### config.mk
export PLATFORM = sky130hd
export DESIGN_NAME = jzjpcc_mmio_uart_tx_flat
export DESIGN_NICKNAME = d
export VERILOG_FILES = /design/src/rtl/jzjpcc_mmio_uart_tx_if.sv /design/src/rtl/jzjpcc_mmio_uart_tx.sv /design/src/flat_wrapper.sv
export SDC_FILE = /design/constraint.sdc
export NUM_CORES = 1
export LEC_CHECK = 0
export ABC_AREA = 1
export BUFFER_PORTS_ARGS = -buffer_cell sky130_fd_sc_hd__buf_4
export CAP_MARGIN = 20
export CORE_ASPECT_RATIO = 1.2
export CORE_MARGIN = 2
export CORE_UTILIZATION = 60
export CTS_CLUSTER_DIAMETER = 40
export CTS_CLUSTER_SIZE = 12
export DETAILED_ROUTE_END_ITERATION = 7
export PLACE_DENSITY = 0.82
export SYNTH_ARGS = -nofsm -noshare
export SYNTH_HDL_FRONTEND = slang
export SYNTH_SLANG_ARGS = --single-unit
### constraint.sdc
create_clock -name clock -period 7 [get_ports clock]
set_clock_uncertainty 0.15 [all_clocks]
set_input_delay 1.05 -clock clock [delete_from_list [all_inputs] [get_ports clock]]
set_output_delay 1.05 -clock clock [all_outputs]
set_load 0.03 [all_outputs]
### src/rtl/jzjpcc_mmio_uart_tx_if.sv
// ----------------------------------------------------------------------------
// jzjpcc_mmio_uart_tx_if
// Purpose : MMIO word pair between the JZJ core and the UART transmitter.
// Signals : mmioCommand [31:0] - core output word (data, clear toggle, write toggle)
//           mmioStatus  [31:0] - core input word (acks, overflow, busy, full, fill count)
// Modports: master = core side (drives mmioCommand)
//           slave  = UART side (drives mmioStatus)
// ----------------------------------------------------------------------------
interface jzjpcc_mmio_uart_tx_if;
    logic [31:0] mmioCommand;
    logic [31:0] mmioStatus;

    modport master (output mmioCommand, input mmioStatus);
    modport slave  (input mmioCommand, output mmioStatus);
endinterface

### src/rtl/jzjpcc_mmio_uart_tx.sv
// ----------------------------------------------------------------------------
// jzjpcc_mmio_uart_tx
// Purpose : MMIO-side UART transmitter (8N1). Software pushes bytes with a
//           toggle handshake; bytes are buffered in a circular FIFO and
//           serialised LSB first on txd.
// Ports   : clock - single clock, same domain as the core
//           reset - asynchronous assert, active low
//           mmio  - slave side of the command/status word pair
//           txd   - registered UART serial output, idle high
// Status  : [31] write-ack toggle, [30] clear-ack toggle, [29] sticky overflow,
//           [28] busy, [27] FIFO full, [15:0] FIFO fill count
// ----------------------------------------------------------------------------
module jzjpcc_mmio_uart_tx #(
    parameter int BAUD_DIVISOR    = 434,
    parameter int FIFO_DEPTH_LOG2 = 4
) (
    input  logic                        clock,
    input  logic                        reset,
    jzjpcc_mmio_uart_tx_if.slave        mmio,
    output logic                        txd
);
    localparam int DEPTH = 1 << FIFO_DEPTH_LOG2;
    localparam int CW    = FIFO_DEPTH_LOG2 + 1;
    localparam int BW    = $clog2(BAUD_DIVISOR);
    localparam logic [BW-1:0] BAUD_RELOAD = BW'(BAUD_DIVISOR - 1);
    localparam logic [CW-1:0] DEPTH_C     = CW'(DEPTH);

    typedef enum logic [1:0] {IDLE, START, DATA, STOP} state_t;

    logic [7:0]                 mem_q [DEPTH];
    logic [FIFO_DEPTH_LOG2-1:0] wr_ptr_q, rd_ptr_q;
    logic [CW-1:0]              count_q, count_d;
    logic                       last_wr_q, last_clr_q;
    logic                       ack_wr_q, ack_clr_q;
    logic                       ovf_q, ovf_d;
    logic                       busy_q, full_q;

    state_t                     state_q;
    logic [7:0]                 shift_q;
    logic [BW-1:0]              baud_q;
    logic [2:0]                 bit_q;
    logic                       txd_q;

    logic wr_req, clr_req, push, pop, baud_zero, fsm_idle_d;
    logic unused_cmd;

    assign unused_cmd = ^mmio.mmioCommand[29:8];

    always_comb begin
        wr_req    = mmio.mmioCommand[31] != last_wr_q;
        clr_req   = mmio.mmioCommand[30] != last_clr_q;
        baud_zero = (baud_q == '0);
        // The shifter takes a byte when idle, or at the very end of a stop
        // bit so consecutive frames run without an idle gap.
        pop = (count_q != '0) &&
              ((state_q == IDLE) || ((state_q == STOP) && baud_zero));
        // A full FIFO still accepts a byte when a pop frees a slot this edge.
        push = wr_req && ((count_q != DEPTH_C) || pop);

        // Overflow set wins over a clear landing on the same edge.
        ovf_d = ovf_q;
        if (clr_req)
            ovf_d = 1'b0;
        if (wr_req && !push)
            ovf_d = 1'b1;

        count_d = count_q;
        if (push && !pop)
            count_d = count_q + 1'b1;
        else if (!push && pop)
            count_d = count_q - 1'b1;

        // FSM will rest in IDLE after this edge.
        fsm_idle_d = !pop &&
                     ((state_q == IDLE) || ((state_q == STOP) && baud_zero));
    end

    // Handshake, FIFO bookkeeping and registered status bits.
    always_ff @(posedge clock or negedge reset) begin
        if (!reset) begin
            wr_ptr_q   <= '0;
            rd_ptr_q   <= '0;
            count_q    <= '0;
            last_wr_q  <= 1'b0;
            last_clr_q <= 1'b0;
            ack_wr_q   <= 1'b0;
            ack_clr_q  <= 1'b0;
            ovf_q      <= 1'b0;
            busy_q     <= 1'b0;
            full_q     <= 1'b0;
        end else begin
            if (wr_req) begin
                last_wr_q <= mmio.mmioCommand[31];
                ack_wr_q  <= mmio.mmioCommand[31];
            end
            if (clr_req) begin
                last_clr_q <= mmio.mmioCommand[30];
                ack_clr_q  <= mmio.mmioCommand[30];
            end
            if (push)
                wr_ptr_q <= wr_ptr_q + 1'b1;
            if (pop)
                rd_ptr_q <= rd_ptr_q + 1'b1;
            count_q <= count_d;
            ovf_q   <= ovf_d;
            busy_q  <= !fsm_idle_d || (count_d != '0);
            full_q  <= (count_d == DEPTH_C);
        end
    end

    // Storage kept free of reset so it maps onto RAM; contents are
    // meaningless once the pointers are reset.
    always_ff @(posedge clock) begin
        if (push)
            mem_q[wr_ptr_q] <= mmio.mmioCommand[7:0];
    end

    // Serialiser. txd is updated together with the state so the line value
    // always matches the bit being sent.
    always_ff @(posedge clock or negedge reset) begin
        if (!reset) begin
            state_q <= IDLE;
            shift_q <= '0;
            baud_q  <= '0;
            bit_q   <= '0;
            txd_q   <= 1'b1;
        end else begin
            case (state_q)
                IDLE: begin
                    txd_q <= 1'b1;
                    if (pop) begin
                        shift_q <= mem_q[rd_ptr_q];
                        baud_q  <= BAUD_RELOAD;
                        txd_q   <= 1'b0;
                        state_q <= START;
                    end
                end
                START: begin
                    if (baud_zero) begin
                        baud_q  <= BAUD_RELOAD;
                        bit_q   <= '0;
                        txd_q   <= shift_q[0];
                        state_q <= DATA;
                    end else begin
                        baud_q <= baud_q - 1'b1;
                    end
                end
                DATA: begin
                    if (baud_zero) begin
                        baud_q  <= BAUD_RELOAD;
                        shift_q <= shift_q >> 1;
                        bit_q   <= bit_q + 1'b1;
                        if (bit_q == 3'd7) begin
                            txd_q   <= 1'b1;
                            state_q <= STOP;
                        end else begin
                            txd_q <= shift_q[1];
                        end
                    end else begin
                        baud_q <= baud_q - 1'b1;
                    end
                end
                STOP: begin
                    if (baud_zero) begin
                        if (pop) begin
                            shift_q <= mem_q[rd_ptr_q];
                            baud_q  <= BAUD_RELOAD;
                            txd_q   <= 1'b0;
                            state_q <= START;
                        end else begin
                            txd_q   <= 1'b1;
                            state_q <= IDLE;
                        end
                    end else begin
                        baud_q <= baud_q - 1'b1;
                    end
                end
                default: begin
                    txd_q   <= 1'b1;
                    state_q <= IDLE;
                end
            endcase
        end
    end

    assign txd = txd_q;
    assign mmio.mmioStatus = {ack_wr_q, ack_clr_q, ovf_q, busy_q, full_q,
                              11'b0, 16'(count_q)};

endmodule
### src/flat_wrapper.sv
// flat-port wrapper written by rule: the top's interface ports become plain ports
module jzjpcc_mmio_uart_tx_flat 
#(
    parameter int BAUD_DIVISOR    = 434,
    parameter int FIFO_DEPTH_LOG2 = 4
)
  (clock, reset, txd, mmio_mmioCommand, mmio_mmioStatus);
  jzjpcc_mmio_uart_tx_if mmio_i ();
  input  logic clock;
  input  logic reset;
  output logic txd;
  input wire logic [$bits(mmio_i.mmioCommand)-1:0] mmio_mmioCommand;
  output wire logic [$bits(mmio_i.mmioStatus)-1:0] mmio_mmioStatus;
  assign mmio_i.mmioCommand = mmio_mmioCommand;
  assign mmio_mmioStatus = mmio_i.mmioStatus;
  jzjpcc_mmio_uart_tx #(.BAUD_DIVISOR(BAUD_DIVISOR), .FIFO_DEPTH_LOG2(FIFO_DEPTH_LOG2)) u_core (.clock(clock), .reset(reset), .mmio(mmio_i), .txd(txd));
endmodule
* Yosys cells after proc, flatten, opt, wreduce, memory -nomap -nowiden
Memory sizes are Yosys's and may differ from the RTL's.
Index checks and enable logic that the tools add are counted.
** Operators by class
- Add/subtract/negate cells :: 6
- Equal/unequal tests :: 13
- Muxes and demuxes :: 30
- Reductions and logical operators :: 25
** Operator list (count)
- 9-bit 2-to-1 mux :: 3
- 9-bit case mux with 3 select lines :: 1
- 8-bit 2-to-1 mux :: 3
- 8-bit case mux with 3 select lines :: 1
- 1-bit 2-to-1 mux :: 10
- 2-bit 2-to-1 mux :: 5
- 5-bit 2-to-1 mux :: 2
- 2-bit by 1-bit != test with 1-bit output (second input constant) :: 5
- 5-bit nonzero test :: 2
- 9-bit zero test :: 1
- 3-bit AND reduction :: 3
- 9-bit by 1-bit subtractor with 9-bit output (second input constant) :: 1
- 4-bit by 1-bit adder with 4-bit output (second input constant) :: 2
- 2-bit case mux with 4 select lines :: 1
- 1-bit logical AND :: 7
- 3-bit 2-to-1 mux :: 2
- 3-bit case mux with 2 select lines :: 1
- 5-bit by 1-bit adder with 5-bit output (second input constant) :: 1
- 5-bit == test (second input constant) :: 1
- 5-bit != test (second input constant) :: 1
- 5-bit AND reduction :: 1
- 5-bit by 1-bit subtractor with 5-bit output (second input constant) :: 1
- 2-bit == test (second input constant) :: 2
- 1-bit case mux with 4 select lines :: 1
- other kinds (10) :: 16
** Storage, ports and cells
- Flip-flop bits (word level) :: 41
- Bits in writable memories :: 128
- Input port bits :: 34
- Output and inout port bits :: 33
- Word-level logic and storage cells :: 88
- Memories kept :: 1
** Memory list
- u_core.mem_q :: words 16, width 8, read ports 1, clocked after Yosys merged registers in 0, wr ports 1, RTL line jzjpcc_mmio_uart_tx.sv:30 : logic [7:0] mem_q [DEPTH];

* Logic depth before layout (Yosys ltp)
- Depth in word-level cells :: 12
- Depth in mapped cells :: 14
- Gate-level depth less buffers :: 14

* Worst setup path before layout
Ideal clock, no wire load.
- Kind :: input -> register
- Start :: input port mmio_mmioCommand[31]
- End :: memory u_core.mem_q[11][0], enable pin
- Library setup time :: 0.370 ns
- Data arrival time :: 2.059 ns
- Data required time :: 6.480 ns
- Path slack :: 4.421 ns
- Stages :: 5
- Buffers on the path :: 0
- Path through :: xor2_2 > nand2_2 > nor2_1 > inv_1 > nor2_1
** On the way
- Cells in the longest elaborated chain, start to end :: 4
** Ends and longest elaborated chain
- start: declaration :: RTL line flat_wrapper.sv:12 : input wire logic [$bits(mmio_i.mmioCommand)-1:0] mmio_mmioCommand;
- 1-bit != test :: RTL line jzjpcc_mmio_uart_tx.sv:50 : wr_req = mmio.mmioCommand[31] != last_wr_q;
- 1-bit logical AND :: RTL line jzjpcc_mmio_uart_tx.sv:58 : push = wr_req && ((count_q != DEPTH_C) || pop);
- 1-bit 2-to-1 mux :: RTL line jzjpcc_mmio_uart_tx.sv:114 : if (push)
- 1-bit 2-to-1 mux (not written as such) :: RTL line jzjpcc_mmio_uart_tx.sv:115 : mem_q[wr_ptr_q] <= mmio.mmioCommand[7:0];
- end: declaration :: RTL line jzjpcc_mmio_uart_tx.sv:30
Every way passes these cells.

* Final worst setup path
- Start :: register u_core.baud_q[0]
- End :: memory u_core.mem_q[13][3], enable pin
** On the way
- Cells in the longest elaborated chain, start to end :: 8
** Ends and longest elaborated chain
- start: declaration :: RTL line jzjpcc_mmio_uart_tx.sv:40 : logic [BW-1:0] baud_q;
- start signal: assignment :: RTL line jzjpcc_mmio_uart_tx.sv:145 : baud_q <= baud_q - 1'b1;
- start signal: assignment :: RTL line jzjpcc_mmio_uart_tx.sv:160 : baud_q <= baud_q - 1'b1;
- start signal: assignment :: RTL line jzjpcc_mmio_uart_tx.sv:175 : baud_q <= baud_q - 1'b1;
- 9-bit zero test :: RTL line jzjpcc_mmio_uart_tx.sv:52 : baud_zero = (baud_q == '0);
- 1-bit logical AND :: RTL line jzjpcc_mmio_uart_tx.sv:56 : ((state_q == IDLE) || ((state_q == STOP) && baud_zero));
- 1-bit logical OR :: RTL line jzjpcc_mmio_uart_tx.sv:56
- 1-bit logical AND :: RTL line jzjpcc_mmio_uart_tx.sv:55 : pop = (count_q != '0) &&
- 1-bit logical OR :: RTL line jzjpcc_mmio_uart_tx.sv:58
- 1-bit logical AND :: RTL line jzjpcc_mmio_uart_tx.sv:58
- 1-bit 2-to-1 mux :: RTL line jzjpcc_mmio_uart_tx.sv:114
- 1-bit 2-to-1 mux (not written as such) :: RTL line jzjpcc_mmio_uart_tx.sv:115
Every way passes these cells.

==> reports/results.ini <==
[outcome]
outcome=finished clean

[cells_and_area]
n_antenna_cell=0
fin_nets=755
area_growth_pct=9.79
post_route_cells_drive_above_1_share_pct=13.0

[timing]
setup_viol=0
maxSlewHeadroom_pct=45.1
finalCriticalPeriod_ns=2.90
final.setup.tns_ns=0
finalHoldViolations=0
max_freq_ghz=0.345
min_period_over_period_pct=41.4
hold_slack_ns=0.350
worst_pin_slew_ns=0.821
slew_violations=0
rsz0062_at_grt=no

[logic_synthesis]
netlist_area_sq_um=7730
async_reset_ff_share_pct=24.3
ys_seq_elements=169
synth_top_area_share_pct=49.7
synthFlopType=edfxtp_1
synthCells=694
synth_area_leaders=edfxtp_1 (50%), dfrtp_1 (13%), nor2_1 (5.4%)
ys_seq_area_share_pct=63.0
synth_edf_count=128
syn_area_per_cell_sq_um=11.1
synth_cell_types=41
yosysTopAreaCell=edfxtp_1
yosys_warnings=0

[route]
vias_per_cell=5.94
wire_per_inst_um=18.4
drtPass1Iterations=6
drc=0
vias=5230
drt_first_iter_violations=548
wl_um=16200
postRouteAntennaNets=0

[floorplan]
dieArea_sq_um=13800
die_h_um=128
die_x_um=108
ioPinCount=67
std_cell_rows=45
initial_core_util_pct=61.3
core_area_sq_um=12600

[critical_path]
startpoint=u_core.baud_q[0]$_DFF_PN0_
arrival_ns=2.80
cp-start-kind=flip-flop
cp_max_fo=8
crit_path_end_kind=flip-flop
worstSetupPathType=flip-flop to flip-flop
r2r_start=u_core.baud_q[0]$_DFF_PN0_
worstPathRequired_ns=6.90

[clock_tree]
cts_setup_buffers=0
ctsHoldBuffers=0
cts-htree-levels=4
cts_buffers=17
insertion_delay_ns=0.43
cts.sinks=169
cts.reportedPaths.clkPinSlew_ns=0.06
clockBufferDepth=2
cts_tree=yes
clock-root-buffer=clkbuf_16
cts_resized=0

[place]
finalWeightedCongestion=0.846
numPortBuffers=22
dp_hpwl_um=10000

[power_and_ir_drop]
comb_power_share_pct=14.9
intPower_mw=1.86
p_leak_nw=3.17
powerDensity_nw_per_um2=304
sw_frac_of_total_pct=27.9
clockPowerShare_pct=37.0
p_switching_uw=719
seq_power_share_pct=48.1
vdd_drop_max_uv=209
power.total_mw=2.58

[min_path]
worstHoldStart=u_core.bit_q[1]$_DFFE_PN0P_
hold_class=flip-flop to flip-flop

[grt]
grt_usage_pct=25.1
overflow=0
grt_first_pass_wirelength_um=25800
antenna_found_initial=0
grt_max_degree=71
first_global_vias=5185

[flow_run]
maxCapViolations=0

[flip-flops by register name, summed over array words and instances (netlist names), 2 cells and up]
signal / cells
u_core.baud_q: 9
u_core.bit_q: 3
u_core.count_q: 5
u_core.mem_q: 128
u_core.rd_ptr_q: 4
u_core.shift_q: 8
u_core.state_q: 2
u_core.wr_ptr_q: 4
[cell type report]
class                   count  area [sq um]
clock buffers              18           429
clock inverters            14           171
fillers                   878          4130
inverters                  54           206
multi-input cells         437          2400
flip-flops and latches    169          4870
well taps                 164           205
repair buffers             25           200
[synth_stat cells (all sizes together) (3+ instances only)]
cell type  instances
a21oi              9
buf               38
clkbuf            17
clkinv             3
dfrtp             40
edfxtp           128
ha                17
inv               51
nand2             59
nand3             42
nand4              6
nor2             118
nor3               3
o211ai            37
o21ai             95
o22ai              7
xor2              13
[final timing paths]
| kind | end | slack (ns) | cells past startpoint |
|---|---|---|---|
| min in group asynchronous | u_core.baud_q[6]$_DFF_PN0_ | 0.46 | 1 |
| worst min-delay path | u_core.bit_q[1]$_DFFE_PN0P_ | 0.35 | 2 |
| worst max register to register | u_core.mem_q[13][3]$_DFFE_PP_ | 4.10 | 11 |
| worst max-delay path | u_core.mem_q[13][3]$_DFFE_PP_ | 4.10 | 11 |
| worst min register to register | u_core.bit_q[1]$_DFFE_PN0P_ | 0.35 | 2 |
| max in group asynchronous | u_core.wr_ptr_q[1]$_DFFE_PN0P_ | 5.87 | 1 |
[power by group through the flow]
stage	Clock, mW	Sequential, mW	Combinational (mW)
floorplan	0	1.27	0.255
global placement	0	1.25	0.361
detailed placement	0	1.26	0.379
CTS	0.961	1.24	0.384
global route	0.998	1.25	0.426
finish	0.953	1.24	0.384
[kinds of logic after synthesis]
kind of cell	synth area share, %
and+or+nand+nor	13.8
DFF	63.0
AOI/OAI and AO/OA	11.6
buffers and inverters	6.91
adders and majority gates	2.75
xor gates and xnor gates	1.80
other	0.0485
[cells in the final DEF, fill, tap and decap left out, types with 2 or more instances in the layout]
master / Yosys / routed
a21oi_1: 8 / 8
buf_4: 27 / 24
bufinv_16: 0 / 3
clkbuf_16: 0 / 17
clkinv_1: 2 / 4
clkinv_4: 0 / 2
clkinvlp_4: 0 / 4
conb_1: 1 / 22
dfrtp_1: 40 / 40
edfxtp_1: 128 / 128
ha_1: 17 / 17
inv_1: 40 / 40
inv_2: 10 / 10
inv_6: 0 / 3
nand2_1: 47 / 47
nand2_2: 10 / 10
nand2_8: 2 / 2
nand3_1: 38 / 38
nand3_4: 3 / 3
nand4_1: 6 / 6
nor2_1: 112 / 112
nor2_2: 3 / 3
nor2_4: 3 / 3
nor3_1: 3 / 3
o211ai_1: 37 / 37
o21ai_0: 83 / 83
o21ai_1: 11 / 11
o221ai_1: 2 / 2
o22ai_1: 7 / 7
xnor2_1: 2 / 2
xor2_1: 12 / 12
[metrics by stage]
step	area, sq um	worst slack [ns]	utilization (%)	instances
after floorplan	7810	4.42	-	715
after global placement	7870	3.95	62.4	848
after detailed placement	7870	3.86	62.4	848
after CTS	8470	4.10	67.1	880
after global routing	8490	3.91	67.3	881
final	8490	4.10	67.3	881
[layer usage]
layer	global-route usage [%]	vias to the layer above	share of wire, %	wire, um
li1	-	2400	-	-
met1	29.5	2568	37	5980
met2	43.3	230	54	8750
met3	5.85	32	6.3	1020
met4	12.1	0	2.7	442
met5	0	-	0	0
[critical path: stages (launching register included)]
cell and delay, ns:
dfrtp_1 0.37, inv_1 0.13, ha_1 0.17, nand2_1 0.08
nor2_4 0.16, nand3_4 0.13, nand2_8 0.12, or2_1 0.14
nand2_2 0.11, inv_2 0.13, nand2_1 0.17, nor2_1 0.67
Note: power is estimated with default switching activity, not from simulation.
